File: src/rtl/exe_issue_ctrl.sv
// Issue/hazard controller between DEC and EXE: 16-entry write-back scoreboard, branch hold/flush
// sequencing and a saturating stall counter. Optional same-cycle WB bypass: EXE_ISSUE_CTRL_BYPASS_EN.
module exe_issue_ctrl #(
   parameter int unsigned STALL_CNT_W = 16
) (
   input  logic                   clk,
   input  logic                   rst_n,
   input  logic                   dec_valid,
   input  logic [3:0]             dec_rs1,
   input  logic [3:0]             dec_rs2,
   input  logic                   dec_uses_rs2,
   input  logic [3:0]             dec_rd,
   input  logic                   dec_needs_wb,
   input  logic                   dec_is_branch,
   input  logic                   z_flag,
   input  logic                   wb_valid,
   input  logic [3:0]             wb_addr,
   output logic                   issue,
   output logic                   stall_dec,
   output logic                   exe_valid,
   output logic                   flush,
   output logic                   pc_sel,
   output logic [STALL_CNT_W-1:0] stall_cnt
);

   localparam int unsigned NREG = 16;

   localparam logic [0:0] ST_RUN     = 1'b0;
   localparam logic [0:0] ST_BR_WAIT = 1'b1;

   logic [0:0]             state_q, state_d;
   logic [NREG-1:0]        pending_q, pending_d;
   logic                   exe_valid_q;
   logic [STALL_CNT_W-1:0] stall_cnt_q, stall_cnt_d;

   logic [NREG-1:0]        retire_mask;
   logic [NREG-1:0]        busy;
   logic                   raw, waw, hazard;

   assign retire_mask = wb_valid ? (NREG'(1) << wb_addr) : '0;

   // Scoreboard view used for hazard detection; bypass hides the register retiring this cycle
`ifdef EXE_ISSUE_CTRL_BYPASS_EN
   assign busy = pending_q & ~retire_mask;
`else
   assign busy = pending_q;
`endif

   assign raw    = busy[dec_rs1] | (dec_uses_rs2 & busy[dec_rs2]);
   assign waw    = dec_needs_wb & busy[dec_rd];
   assign hazard = raw | waw;

   always_comb begin
      state_d   = state_q;
      issue     = 1'b0;
      stall_dec = 1'b0;
      flush     = 1'b0;
      pc_sel    = 1'b0;
      if (rst_n) begin
         case (state_q)
            ST_RUN: begin
               issue     = dec_valid & ~hazard;
               stall_dec = dec_valid & hazard;
               if (issue && dec_is_branch) state_d = ST_BR_WAIT;
            end
            ST_BR_WAIT: begin
               stall_dec = 1'b1;
               flush     = z_flag;
               pc_sel    = z_flag;
               state_d   = ST_RUN;
            end
            default: state_d = ST_RUN;
         endcase
      end
   end

   // Clear on retire, then set on issue so a same-cycle set wins
   always_comb begin
      pending_d = pending_q & ~retire_mask;
      if (issue && dec_needs_wb) pending_d = pending_d | (NREG'(1) << dec_rd);
   end

   always_comb begin
      stall_cnt_d = stall_cnt_q;
      if (stall_dec && (stall_cnt_q != {STALL_CNT_W{1'b1}})) stall_cnt_d = stall_cnt_q + STALL_CNT_W'(1);
   end

   always_ff @(posedge clk or negedge rst_n) begin
      if (!rst_n) begin
         state_q     <= ST_RUN;
         pending_q   <= '0;
         exe_valid_q <= 1'b0;
         stall_cnt_q <= '0;
      end else begin
         state_q     <= state_d;
         pending_q   <= pending_d;
         exe_valid_q <= issue;
         stall_cnt_q <= stall_cnt_d;
      end
   end

   assign exe_valid = exe_valid_q;
   assign stall_cnt = stall_cnt_q;

endmodule

File: config.mk
export PLATFORM = sky130hd
export DESIGN_NAME = exe_issue_ctrl
export DESIGN_NICKNAME = d
export VERILOG_FILES = /design/src/rtl/exe_issue_ctrl.sv
export SDC_FILE = /design/constraint.sdc
export NUM_CORES = 1
export LEC_CHECK = 0
export CORE_ASPECT_RATIO = 1.75
export CORE_UTILIZATION = 43
export CTS_CLUSTER_DIAMETER = 50
export DETAILED_ROUTE_END_ITERATION = 10
export GPL_TIMING_DRIVEN = 1
export PLACE_DENSITY_LB_ADDON = 0.05
export SLEW_MARGIN = 25
export SYNTH_ARGS = -nofsm -noshare
export SYNTH_HDL_FRONTEND = slang
export SYNTH_SLANG_ARGS = --single-unit
File: constraint.sdc
create_clock -name clk -period 7.7 [get_ports clk]
set_input_delay 1.155 -clock clk [delete_from_list [all_inputs] [get_ports clk]]
set_output_delay 1.155 -clock clk [all_outputs]
set_load 0.005 [all_outputs]
==> impl_metrics.toml <==
[timing]
slew_headroom_pct = 57.7
hold_viol_final = 0
finalCriticalPeriod_ps = 5480
drv_slew = 0
worst_pin_slew_ps = 627
fmax_ghz = 0.183
setup_violations = 0
rsz0062_at_grt = "false"
timing.final.ws_setup_ps = 2220
final.setup.tns_ps = 0
fin_crit_sh_pct = 71.2
fin_skew_ps = 11.7

[floorplan]
fp-row-count = 32
die-height_um = 92.7
core_area_mm2 = 0.00444
die_area_mm2 = 0.00499
io_pins = 45
die_w_um = 53.8
start_util_pct = 45.5

[synth]
yosys_warnings = 0
synth-seq-cells = 34
yosysTopAreaCell = "dfrtp_1"
synth_cell_types = 39
synthFlopType = "dfrtp_1"
syn_area_per_cell_um2 = 10.3
async_reset_ff_share_pct = 100
syn_inst = 197
synth_edf_count = 0
synthTopCellsByCount = "o21ai_0, dfrtp_1, nand3_1"
synth_top_area_share_pct = 42.1
yosysMostFrequentCell = "o21ai_0"
synth_nets = 222
syn-cell-area_mm2 = 0.00202
synth_area_leaders = "dfrtp_1, o21ai_0, mux4_2, xnor2_1, mux2i_1"
yosysSeqAreaShare_pct = 42.1

[hold_path]
hold_start = "stall_cnt[6]"
worstHoldPathType = "register to register"

[critical_path]
path_buf_inv = 2
critPathKind = "input pin to primary output"
endpoint_kind = "primary output"
crit_chain = "clkdlybuf4s50_1, mux4_1, mux2_2, nand3_2, o211ai_2, or3_1, nor2_1, clkdlybuf4s50_1"
timing.rr.start = "busy[5]"
cp_slowest_cell = "clkdlybuf4s50_1"
path_delay_family = "buffers and inverters"
start_kind = "input pin"
crit_path_max_fanout = 17
cpPeakStageDelay_ps = 650
critPathLaunch = "dec_rd[0]"
worst_ep_arrival_time_ps = 4320
crit_required_ps = 6550
crit_top_cell = "clkdlybuf4s50_1"

[clocking]
cts-resized-gates = 0
numCtsBuffers = 5
path_clk_slew_ps = 70
cts-hold-fix-buffers = 0
cts_setup_buffers = 0
htreeDepth = 2
clkLatencyLatePin_ps = 300
cts-root-buf = "clkbuf_8"
cts_num_sinks = 34
clock_path_buffers = 2
cts_tree = "yes"

[global_routing]
grtUsageMet3_pct = 5.75
grt_max_degree = 41
antenna_found_initial = 0
met1_usage_pct = 28.7
gr-max-usage-layer = "met2"
grtUsageMet2_pct = 50.0
grt_pass1_wl_mm = 9.88
grt_pass1_vias = 1972
track_usage_pct = 28.4
overflow = 0

[power_and_ir_drop]
clkPwrFrac_pct = 31.2
p_switching_uw = 161
p_seq_share_pct = 44.3
p_leak_uw = 0.00102
ir_drop_uv = 150
power.share.switching_pct = 30.2
power_frac_comb_pct = 24.5
powerDensity_mw_per_mm2 = 205
p_int_uw = 372

[routing]
drt_wl_total_mm = 6.25
dr.first_iter.drc_count = 74
firstDrtPassIters = 5
antenna_left = 0
num_vias = 1881
drcViolationCount = 0
routedWlPerCell_um = 21.2
via_per_inst = 6.38

[placement]
place_area_mm2 = 0.00249
portBuffers = 44
pre_cts_slack_ps = 2220
globalplace.congestion = 0.888
hpwl_mm = 4.80

[finish]
n_antenna_cell = 0
layout.nets = 268
area_delta_synth_final_pct = 28.8
drive_gt1_share_pct = 10.7
fillers = 410
multi_input_area_mm2 = 0.00112
design_area_mm2 = 0.00261
ff_latch_area_um2 = 851

[outcome]
status = "completed"

[job]
maxCapViolCount = 0
[layout by cell type, fill, tap and decap left out, drive strengths merged, types with 2 or more instances in the layout]
cell,instances
nand4,8
mux2,6
a22oi,2
nand2,10
dfrtp,34
nand2b,2
nor2b,6
nand3b,5
nor3,3
and3,6
clkbuf,5
mux2i,8
mux4,7
xnor2,11
or3,2
nand3,16
a31oi,2
nand4b,4
nor2,11
o21ai,36
clkdlybuf4s50,44
clkinvlp,2
[state kept, by name, summed over array words and instances (netlist names)]
signal,cells
busy,16
stall_cnt,16
exe_valid,1
state_q,1
[layout make-up]
cell class | count | share of cell area [%]
clock inverter | 3 | 1.73
inverter | 1 | 0.144
timing repair buffer | 45 | 17.2
clock buffer | 5 | 2.64
tap | 51 | 2.45
multi-input combinational | 156 | 43.2
sequential | 34 | 32.7
[kinds of logic (layout without fill, tap and decap cells)]
kind of cell	count (synthesis)	after routing	share of synthesized area, %
AO/OA/AOI/OAI	47	47	13.5
XOR/XNOR	12	12	5.20
adder cells (fa/ha/maj)	1	1	0.619
buffers and inverters	7	54	2.29
flip-flops	34	34	42.1
multiplexers	21	21	15.5
AND/OR/NAND/NOR	75	75	20.9
[worst register-to-register path, delay by kind of cell, from the launching register on]
kind | cells | cell delay, ps
simple gates | 3 | 990
compound gates | 1 | 90
flops | 1 | 460
mux | 3 | 1060
[stage by stage]
step / cells / hold slack, ps / total power [uW] / util [%]
detailed placement: 287 / 496 / 368 / 56.1
floorplan: 197 / 481 / 298 / -
finish: 295 / 507 / 533 / 58.6
global route: 295 / 539 / 559 / 58.6
CTS: 295 / 510 / 535 / 58.6
global placement: 287 / 488 / 364 / 56.1
[layer usage]
layer / vias up / share of wire (%)
met2: 90 / 56
met1: 924 / 33
met4: 0 / 5.5
met3: 26 / 5.4
li1: 841 / -
met5: - / 0
[path summary, 6_finish.rpt]
kind	depth (start not counted)	slack, ps	end
max	8	2220	issue
min	1	510	stall_cnt[6]
max reg2reg	7	4970	stall_cnt[1]
min reg2reg	1	510	stall_cnt[6]
max in group asynchronous	2	6090	stall_cnt[11]
min in group asynchronous	2	1280	exe_valid
[power by group through the flow]
| stage | Sequential [uW] | Clock (uW) | Combinational (uW) |
|---|---|---|---|
| 4_1_cts | 235 | 169 | 131 |
| 5_1_grt | 239 | 177 | 143 |
| 3_3_place_gp | 238 | 0 | 127 |
| 3_5_place_dp | 239 | 0 | 130 |
| 2_1_floorplan | 226 | 0 | 72.0 |
| 6_report | 236 | 166 | 130 |
(Power assumes the default switching activity.)
